<file path="config.mk">
export PLATFORM = sky130hd
export DESIGN_NAME = wb_port_arbiter_flat
export DESIGN_NICKNAME = d
export VERILOG_FILES = /design/src/rtl/wb_port_arbiter_if.sv /design/src/rtl/wb_port_arbiter.sv /design/src/flat_wrapper.sv
export SDC_FILE = /design/constraint.sdc
export NUM_CORES = 1
export LEC_CHECK = 0
export CORE_ASPECT_RATIO = 1.4
export CORE_MARGIN = 3
export CORE_UTILIZATION = 48
export DETAILED_ROUTE_END_ITERATION = 16
export PLACE_DENSITY = 0.79
export SKIP_LAST_GASP = 1
export SLEW_MARGIN = 25
export SYNTH_ARGS = -nofsm -noshare
export SYNTH_HDL_FRONTEND = slang
export SYNTH_SLANG_ARGS = --single-unit
</file>
<file path="constraint.sdc">
create_clock -name clk -period 6.2 [get_ports clk]
set_input_delay 0.62 -clock clk [delete_from_list [all_inputs] [get_ports clk]]
set_output_delay 0.62 -clock clk [all_outputs]
set_load 0.05 [all_outputs]
</file>
<file path="src/rtl/wb_port_arbiter_if.sv">
`default_nettype none
// ============================================================================
//  Module      : wb_port_arbiter_if
//  Description : Bundles the core writeback, extension-unit result and
//                register-file write-port signals around wb_port_arbiter.
//  Revision    : 1.0 - initial release
// ============================================================================
interface wb_port_arbiter_if;
  // Core writeback path and hazard sources
  logic        core_we;
  logic [4:0]  core_rd;
  logic [31:0] core_data;
  logic [4:0]  core_rs1;
  logic [4:0]  core_rs2;
  logic        core_stall;
  // Extension unit result handshake
  logic        ext_valid;
  logic [4:0]  ext_rd;
  logic [31:0] ext_data;
  logic        ext_ready;
  // Register-file write port
  logic        rf_we;
  logic [4:0]  rf_rd;
  logic [31:0] rf_data;

  // Environment side: drives the core/extension sources, observes the port
  modport master (
    output core_we, core_rd, core_data, core_rs1, core_rs2,
    output ext_valid, ext_rd, ext_data,
    input  ext_ready, core_stall, rf_we, rf_rd, rf_data
  );

  // Arbiter side
  modport slave (
    input  core_we, core_rd, core_data, core_rs1, core_rs2,
    input  ext_valid, ext_rd, ext_data,
    output ext_ready, core_stall, rf_we, rf_rd, rf_data
  );
endinterface
`default_nettype wire

</file>
<file path="src/rtl/wb_port_arbiter.sv">
`default_nettype none
// ============================================================================
//  Module      : wb_port_arbiter
//  Description : Shares the single register-file write port between the core
//                writeback path and a buffered multi-cycle extension unit.
//                Core has priority unless stalled by a hazard against a
//                buffered result or by starvation of the FIFO head.
//  Revision    : 1.0 - initial release
// ============================================================================
module wb_port_arbiter #(
  parameter int DEPTH    = 2,
  parameter int MAX_WAIT = 4
) (
  input  wire logic       clk,
  input  wire logic       rst_n,
  wb_port_arbiter_if.slave bus
);

  localparam int c_PTR_W  = $clog2(DEPTH);
  localparam int c_CNT_W  = c_PTR_W + 1;
  localparam int c_WAIT_W = $clog2(MAX_WAIT + 1);

  // FIFO storage; r_vld marks occupied slots so the hazard check can scan
  // every entry without decoding the pointer window.
  logic [4:0]          r_rd_mem   [DEPTH];
  logic [31:0]         r_data_mem [DEPTH];
  logic [DEPTH-1:0]    r_vld;
  logic [c_PTR_W-1:0]  r_wr_ptr;
  logic [c_PTR_W-1:0]  r_rd_ptr;
  logic [c_CNT_W-1:0]  r_count;
  logic [c_WAIT_W-1:0] r_wait;

  logic             w_full;
  logic             w_empty;
  logic [DEPTH-1:0] w_hit_vec;
  logic             w_hit;
  logic             w_starve;
  logic             w_stall;
  logic             w_ext_ready;
  logic             w_core_grant;
  logic             w_pop;
  logic             w_push;

  assign w_full   = (r_count == c_CNT_W'(DEPTH));
  assign w_empty  = (r_count == '0);
  assign w_starve = (r_wait == c_WAIT_W'(MAX_WAIT));

  // Per-entry hazard: a stored result still pending for a register the core
  // reads (RAW) or is about to overwrite (WAW).
  for (genvar i = 0; i < DEPTH; i++) begin : g_hit
    assign w_hit_vec[i] = r_vld[i] && (r_rd_mem[i] != 5'd0) &&
                          ((r_rd_mem[i] == bus.core_rs1) ||
                           (r_rd_mem[i] == bus.core_rs2) ||
                           (bus.core_we && (r_rd_mem[i] == bus.core_rd)));
  end

  assign w_hit        = |w_hit_vec;
  assign w_stall      = rst_n && (w_hit || w_starve);
  assign w_ext_ready  = rst_n && !w_full;
  // Writes to x0 never take the port, so the FIFO head can use it instead.
  assign w_core_grant = rst_n && !w_stall && bus.core_we && (bus.core_rd != 5'd0);
  assign w_pop        = rst_n && !w_core_grant && !w_empty;
  // Results for x0 complete the handshake but are dropped.
  assign w_push       = bus.ext_valid && w_ext_ready && (bus.ext_rd != 5'd0);

  // Write-port mux and handshake outputs
  always_comb begin
    bus.ext_ready  = w_ext_ready;
    bus.core_stall = w_stall;
    bus.rf_we      = 1'b0;
    bus.rf_rd      = 5'd0;
    bus.rf_data    = 32'd0;
    if (w_core_grant) begin
      bus.rf_we   = 1'b1;
      bus.rf_rd   = bus.core_rd;
      bus.rf_data = bus.core_data;
    end else if (w_pop) begin
      bus.rf_we   = 1'b1;
      bus.rf_rd   = r_rd_mem[r_rd_ptr];
      bus.rf_data = r_data_mem[r_rd_ptr];
    end
  end

  // FIFO pointers, occupancy and storage
  always_ff @(posedge clk or negedge rst_n) begin
    if (!rst_n) begin
      r_wr_ptr <= '0;
      r_rd_ptr <= '0;
      r_count  <= '0;
      r_vld    <= '0;
      for (int i = 0; i < DEPTH; i++) begin
        r_rd_mem[i]   <= 5'd0;
        r_data_mem[i] <= 32'd0;
      end
    end else begin
      // Push and pop never target the same slot: a pop needs a non-empty
      // FIFO and a push a non-full one, so the pointers differ.
      if (w_pop) begin
        r_vld[r_rd_ptr] <= 1'b0;
        r_rd_ptr        <= r_rd_ptr + 1'b1;
      end
      if (w_push) begin
        r_vld[r_wr_ptr]      <= 1'b1;
        r_rd_mem[r_wr_ptr]   <= bus.ext_rd;
        r_data_mem[r_wr_ptr] <= bus.ext_data;
        r_wr_ptr             <= r_wr_ptr + 1'b1;
      end
      case ({w_push, w_pop})
        2'b10:   r_count <= r_count + c_CNT_W'(1);
        2'b01:   r_count <= r_count - c_CNT_W'(1);
        default: r_count <= r_count;
      endcase
    end
  end

  // Cycles the FIFO head has been denied the port, saturating at MAX_WAIT
  always_ff @(posedge clk or negedge rst_n) begin
    if (!rst_n) begin
      r_wait <= '0;
    end else if (w_pop || w_empty) begin
      r_wait <= '0;
    end else if (!w_starve) begin
      r_wait <= r_wait + c_WAIT_W'(1);
    end
  end

endmodule
`default_nettype wire

</file>
<file path="src/flat_wrapper.sv">
// flat-port wrapper written by rule: the top's interface ports become plain ports
module wb_port_arbiter_flat 
#(
  parameter int DEPTH    = 2,
  parameter int MAX_WAIT = 4
)
  (clk, rst_n, bus_core_we, bus_core_rd, bus_core_data, bus_core_rs1, bus_core_rs2, bus_ext_valid, bus_ext_rd, bus_ext_data, bus_ext_ready, bus_core_stall, bus_rf_we, bus_rf_rd, bus_rf_data);
  wb_port_arbiter_if bus_i ();
  input  wire logic clk;
  input  wire logic rst_n;
  input wire logic [$bits(bus_i.core_we)-1:0] bus_core_we;
  input wire logic [$bits(bus_i.core_rd)-1:0] bus_core_rd;
  input wire logic [$bits(bus_i.core_data)-1:0] bus_core_data;
  input wire logic [$bits(bus_i.core_rs1)-1:0] bus_core_rs1;
  input wire logic [$bits(bus_i.core_rs2)-1:0] bus_core_rs2;
  input wire logic [$bits(bus_i.ext_valid)-1:0] bus_ext_valid;
  input wire logic [$bits(bus_i.ext_rd)-1:0] bus_ext_rd;
  input wire logic [$bits(bus_i.ext_data)-1:0] bus_ext_data;
  output wire logic [$bits(bus_i.ext_ready)-1:0] bus_ext_ready;
  output wire logic [$bits(bus_i.core_stall)-1:0] bus_core_stall;
  output wire logic [$bits(bus_i.rf_we)-1:0] bus_rf_we;
  output wire logic [$bits(bus_i.rf_rd)-1:0] bus_rf_rd;
  output wire logic [$bits(bus_i.rf_data)-1:0] bus_rf_data;
  assign bus_i.core_we = bus_core_we;
  assign bus_i.core_rd = bus_core_rd;
  assign bus_i.core_data = bus_core_data;
  assign bus_i.core_rs1 = bus_core_rs1;
  assign bus_i.core_rs2 = bus_core_rs2;
  assign bus_i.ext_valid = bus_ext_valid;
  assign bus_i.ext_rd = bus_ext_rd;
  assign bus_i.ext_data = bus_ext_data;
  assign bus_ext_ready = bus_i.ext_ready;
  assign bus_core_stall = bus_i.core_stall;
  assign bus_rf_we = bus_i.rf_we;
  assign bus_rf_rd = bus_i.rf_rd;
  assign bus_rf_data = bus_i.rf_data;
  wb_port_arbiter #(.DEPTH(DEPTH), .MAX_WAIT(MAX_WAIT)) u_core (.clk(clk), .rst_n(rst_n), .bus(bus_i));
endmodule
</file>
=== Yosys cells after proc, flatten, opt, wreduce, memory -nomap -nowiden ===
Index checks and enable logic that the tools add are counted.

* $add $sub $neg: 5
* Magnitude comparators: 7
* Eq/ne operators: 11
* Muxes and demuxes: 27
* Bitwise logic cells: 5
* Reductions and logical operators: 35

{| class="wikitable"
|+ Operators with widths
! operator !! count
|-
| $mux W32 || 6
|-
| $bwmux W64 || 1
|-
| $demux W32 S1 || 1
|-
| $eq A5 B5 Y1 || 6
|-
| $mux W5 || 6
|-
| $reduce_bool A5 Y1 || 4
|-
| $logic_and A1 B1 Y1 || 18
|-
| $bwmux W10 || 1
|-
| $logic_or A1 B1 Y1 || 6
|-
| $mux W3 || 2
|-
| $demux W5 S1 || 1
|-
| $eq A2 B2 Y1 const B || 2
|-
| $ge A2 B2 Y1 const B || 2
|-
| $logic_not A1 Y1 || 4
|-
| $lt A1 B2 Y1 const B || 2
|-
| $mux W1 || 4
|-
| $mux W2 || 2
|-
| $not A1 Y2 || 2
|-
| $pmux W2 S2 || 1
|-
| $add A3 B1 Y3 const B || 1
|-
| $eq A3 B3 Y1 const B || 1
|-
| $add A1 B1 Y1 const B || 2
|-
| $add A2 B1 Y2 const B || 1
|-
| $and A2 B2 Y2 || 1
|-
| 11 further kinds || 13
|}

* Bits in registers: 83
* Bits of input ports: 88
* Output and inout port bits: 40
* Logic and storage cells: 99

=== Logic depth before layout (Yosys ltp) ===
* Depth after elaboration: 17
* Depth in mapped cells: 11
* Gate-level depth less buffers: 10

=== Least setup slack after synthesis ===
Ideal clock, no wire load.

* Path kind: input-to-reg
* Start point: input port rst_n
* End point: register u_core.r_data_mem[34] (netlist name)
* Setup time: 0.125 ns
* Data arrival time: 3.127 ns
* Required time: 6.075 ns
* Path slack: 2.948 ns
* Stages: 7
* Path buffers: 1
* Cells stage by stage: a21boi_0 nand2_1 a21oi_1 inv_1 nor2_2 buf_4 mux2_2

* Cells in the longest elaborated chain, start to end: 3

{| class="wikitable"
|+ Ends and longest elaborated chain
! element !! line !! source
|-
| start: declaration || flat_wrapper.sv:10 || <nowiki>input wire logic rst_n;</nowiki>
|-
| $logic_and A1 B1 Y1 || wb_port_arbiter.sv:59 || <nowiki>assign w_ext_ready = rst_n && !w_full;</nowiki>
|-
| $logic_and A1 B1 Y1 (2 in series) || wb_port_arbiter.sv:64 || <nowiki>assign w_push = bus.ext_valid && w_ext_ready && (bus.ext_rd != 5'd0);</nowiki>
|-
| end signal: indexed assignment || wb_port_arbiter.sv:105 || <nowiki>r_data_mem[r_wr_ptr] <= bus.ext_data;</nowiki>
|-
| end: declaration || wb_port_arbiter.sv:26 || <nowiki>logic [31:0] r_data_mem [DEPTH];</nowiki>
|}

Every way passes these cells.
A chain may end at the register's enable or synchronous reset.

=== Final worst setup path ===
* Start point: input port bus_core_rd[3]
* End point: output port bus_rf_data[24]

* Cells in the longest elaborated chain, start to end: 16
* Elaborated cells between the ends (all ways): 21
* Those cells by class: 2 x eq/ne; 2 x mux; 17 x reduce/logical

{| class="wikitable"
|+ Ends and longest elaborated chain
! element !! line !! source
|-
| start: declaration || flat_wrapper.sv:12 || <nowiki>input wire logic [$bits(bus_i.core_rd)-1:0] bus_core_rd;</nowiki>
|-
| $eq A5 B5 Y1 || wb_port_arbiter.sv:54 || <nowiki>(bus.core_we && (r_rd_mem[i] == bus.core_rd)));</nowiki>
|-
| $logic_and A1 B1 Y1 || wb_port_arbiter.sv:54 ||
|-
| $logic_or A1 B1 Y1 || wb_port_arbiter.sv:53 || <nowiki>(r_rd_mem[i] == bus.core_rs2) ||</nowiki>
|-
| $logic_and A1 B1 Y1 || wb_port_arbiter.sv:51 || <nowiki>assign w_hit_vec[i] = r_vld[i] && (r_rd_mem[i] != 5'd0) &&</nowiki>
|-
| $reduce_or A2 Y1 || wb_port_arbiter.sv:57 || <nowiki>assign w_hit = |w_hit_vec;</nowiki>
|-
| $logic_or A1 B1 Y1 || wb_port_arbiter.sv:58 || <nowiki>assign w_stall = rst_n && (w_hit || w_starve);</nowiki>
|-
| $logic_and A1 B1 Y1 || wb_port_arbiter.sv:58 ||
|-
| $logic_not A1 Y1 || wb_port_arbiter.sv:61 || <nowiki>assign w_core_grant = rst_n && !w_stall && bus.core_we && (bus.core_rd != 5'd0);</nowiki>
|-
| $logic_and A1 B1 Y1 (2 in series) || wb_port_arbiter.sv:61 ||
|-
| $logic_and A1 B1 Y1 (*) || wb_port_arbiter.sv:61 ||
|-
| $logic_not A1 Y1 || wb_port_arbiter.sv:62 || <nowiki>assign w_pop = rst_n && !w_core_grant && !w_empty;</nowiki>
|-
| $logic_and A1 B1 Y1 (2 in series) || wb_port_arbiter.sv:62 ||
|-
| $mux W32 || wb_port_arbiter.sv:77 || <nowiki>end else if (w_pop) begin</nowiki>
|-
| $mux W32 (*) || wb_port_arbiter.sv:73 || <nowiki>if (w_core_grant) begin</nowiki>
|-
| end: declaration || flat_wrapper.sv:23 || <nowiki>output wire logic [$bits(bus_i.rf_data)-1:0] bus_rf_data;</nowiki>
|}

Every way passes the cells marked *; elsewhere a longest branch is shown, timed or not.

==> out/metrics.yaml <==
grt:
  grt_max_degree: 77
  grt_pass1_wl_microns: 17780
  grt_usage_pct: 19.63
  overflow: 0
  antenna_found_initial: 0
  grt_pass1_vias: 3655
detailed_routing:
  vias_per_cell: 5.227
  drtAntennaViolNets: 0
  drt_pass1_iterations: 6
  totalWireLength_microns: 10750
  routed.top_layer: "met4"
  wire_per_inst_microns: 16.80
  met2WireLength_microns: 6050
  wl_met1_microns: 4206
  vias: 3345
  routed-wl-met3_microns: 348
  drtIter0Drc: 192
  drc: 0
critical_path:
  worstRegToRegCells: 6
  critPathMaxStageDelay_ns: 0.82
  cp_cell_sequence: "clkdlybuf4s50_1 -> xor2_1 -> nor4_1 -> nand3_1 -> a21oi_1 -> nor3_4 -> nand2_4 -> mux2_4 -> clkdlybuf4s50_1"
  crit_slowest_cell: "clkdlybuf4s50_1"
  end_kind: "output port"
  cp.required_ns: 5.58
  path_class: "input pin to output port"
  crit_path_max_fanout: 41
  path_depth: 9
  critPathTopFamily: "buffers and inverters"
  cp_common_cell: "clkdlybuf4s50_1"
  start_kind: "input pin"
  crit_buf_inv: 2
  worstPathArrival_ns: 3.79
logic_synthesis:
  ys_top_cells_by_count: "dfrtp_1 (83), mux2_2 (75), nor2_1 (40), mux2i_1 (38), mux2_4 (36)"
  synth-edff-count: 0
  synth.most_common_cell: "dfrtp_1"
  synth_seq_cells: 83
  synthCells: 390
  yosysTopAreaCellShare_pct: 43.17
  ys_seq_area_share_pct: 43.17
  post_synth_num_cell_types: 37
  synthesis.area_sq_mm: 0.004811
  ys.flop_type: "dfrtp_1"
  synthesis.nets: 481
  synth_largest_area_cell: "dfrtp_1"
  syn_area_per_cell_sq_um: 12.34
  yosysWarnings: 0
  ys_async_sr_fraction_pct: 100.0
  ys_top_cells_by_area: "dfrtp_1 (43%), mux2_2 (18%), mux2_4 (11%)"
clock_tree:
  numCtsBuffers: 9
  cts_root_buf: "clkbuf_16"
  clkTransAtPathRegs_ns: 0.06
  insertion_delay_ns: 0.33
  cts.repair_timing.setup_buffer_count: 0
  cts_tree: "built"
  h-tree-depth: 3
  clock_path_buffers: 2
  cts_hold_buf: 0
  cts_sinks: 83
  post_cts_resize_count: 0
timing:
  worstMarginPinSlew_ns: 0.9313
  tns_ns: 0
  fin_hold_ws_ns: 0.1448
  rsz0062_at_grt: "false"
  fmax_mhz: 226.6
  period_share_pct: 71.17
  fin_crit_ns: 4.412
  slew_headroom_pct: 37.91
  final.setup_skew_ns: 0.005286
  finalWorstSetupSlack_ns: 1.788
  finalHoldViolCount: 0
  drv_slew: 0
  finalSetupViolCount: 0
placement:
  post-dp-hpwl_microns: 7625
  place_ws_ns: 1.780
  gp_congestion: 0.9338
  port_buffers: 127
floorplan:
  start_util_pct: 50.03
  dieArea_sq_mm: 0.01128
  die_x_microns: 90.61
  rows: 42
  io_pins: 128
  core_sq_mm: 0.009617
  die_y_microns: 124.5
final_layout:
  multi_input_area_sq_mm: 0.002557
  syn2layout_area_growth_pct: 34.02
  antenna_cells: 0
  finish.net_count: 594
  nFillCells: 728
  drive_above_1_share_pct: 27.36
  ff_latch_area_sq_mm: 0.002078
run:
  cap_violations: 0
outcome:
  status: "finished, final reports clean"
power:
  ir_drop_mv: 0.3328
  p_per_area_mw_per_mm2: 500.4
  p_leak_nw: 2.799
worst_hold_path:
  hold_path.class: "input pin to asynchronous set/reset pin"
==> per-stage QoR <==
step	std cells	area [sq um]	utilization, %	power (mW)
floorplan	390	4811	-	2.321
global placement	622	6118	63.62	2.695
detailed placement	623	6146	63.91	2.752
CTS	639	6427	66.84	3.257
global route	640	6447	67.04	3.419
finish	640	6447	67.04	3.226
==> kinds of logic (layout without fill, tap and decap cells) <==
kind of cell / Yosys count / after routing / synth area share (%)
buffers and inverters: 37 / 155 / 4.031
flip-flops: 83 / 83 / 43.17
AND/OR/NAND/NOR: 64 / 64 / 6.216
adder cells (fa/ha/maj): 3 / 3 / 0.7803
multiplexers: 149 / 149 / 36.70
XOR/XNOR: 36 / 36 / 6.554
AO/OA/AOI/OAI: 18 / 18 / 2.549
==> layer usage <==
layer  track usage [%]  up-vias
met3             4.048       10
met2             36.83       75
li1                  -     1588
met1             22.04     1672
met4             5.681        0
met5                 0        -
==> worst register-to-register path, cell delays in order, from the launching register on <==
cell and delay, ns:
dfrtp_1 0.48, or4_1 0.57, o21ai_2 0.15, o41ai_1 0.14, nor3_4 0.30, nand2_4 0.48
a211oi_1 0.41
==> where the power goes <==
group | leakage, nW | switching [mW] | internal [mW]
Clock | 0.135 | 0.199 | 0.291
Combinational | 1.67 | 0.837 | 0.835
Sequential | 0.989 | 0.248 | 0.817
==> placed cells by master (no fill, tap or decap), types with 2 or more instances in the layout <==
cell             instances
mux2_4                  36
nor3_1                   4
or4_1                    2
dfrtp_1                 82
nand2_1                  3
mux2i_1                 38
clkbuf_16                9
nor2_1                  40
clkinv_2                 2
nor4_1                   2
nand3_1                  6
xor2_1                  21
clkbuf_8                 2
a21oi_1                  3
ha_1                     3
mux2_2                  75
xnor2_1                 15
a211oi_1                 5
clkdlybuf4s50_1        126
clkinvlp_4               2
buf_4                    4
inv_1                    7
==> registers in the layout (all words and copies together) (netlist names) <==
name,cells
u_core.r_wr_ptr,1
u_core.r_data_mem,64
u_core.r_count,2
u_core.r_rd_ptr,1
u_core.r_vld,2
u_core.r_wait,3
u_core.r_rd_mem,10
==> worst paths after layout <==
path                                  startpoint                     to  slack [ns]
max                               bus_core_rd[3]        bus_rf_data[24]        1.79
min                                        rst_n     u_core.r_rd_mem[3]        0.14
max reg2reg                   u_core.r_rd_mem[5]       u_core.r_wait[1]        3.57
min reg2reg                u_core.r_data_mem[52]  u_core.r_data_mem[52]        0.50
max in group asynchronous                  rst_n  u_core.r_data_mem[49]        5.12
min in group clk           u_core.r_data_mem[52]  u_core.r_data_mem[52]        0.50
==> cell type report <==
class / count / share of cell area (%)
timing repair buffer: 132 / 20.76
clock buffer: 12 / 3.978
multi-input combinational: 270 / 39.67
tap: 132 / 2.562
inverter: 7 / 0.4075
sequential: 83 / 32.23
clock inverter: 4 / 0.3881
Note: power is estimated with default switching activity, not from simulation.
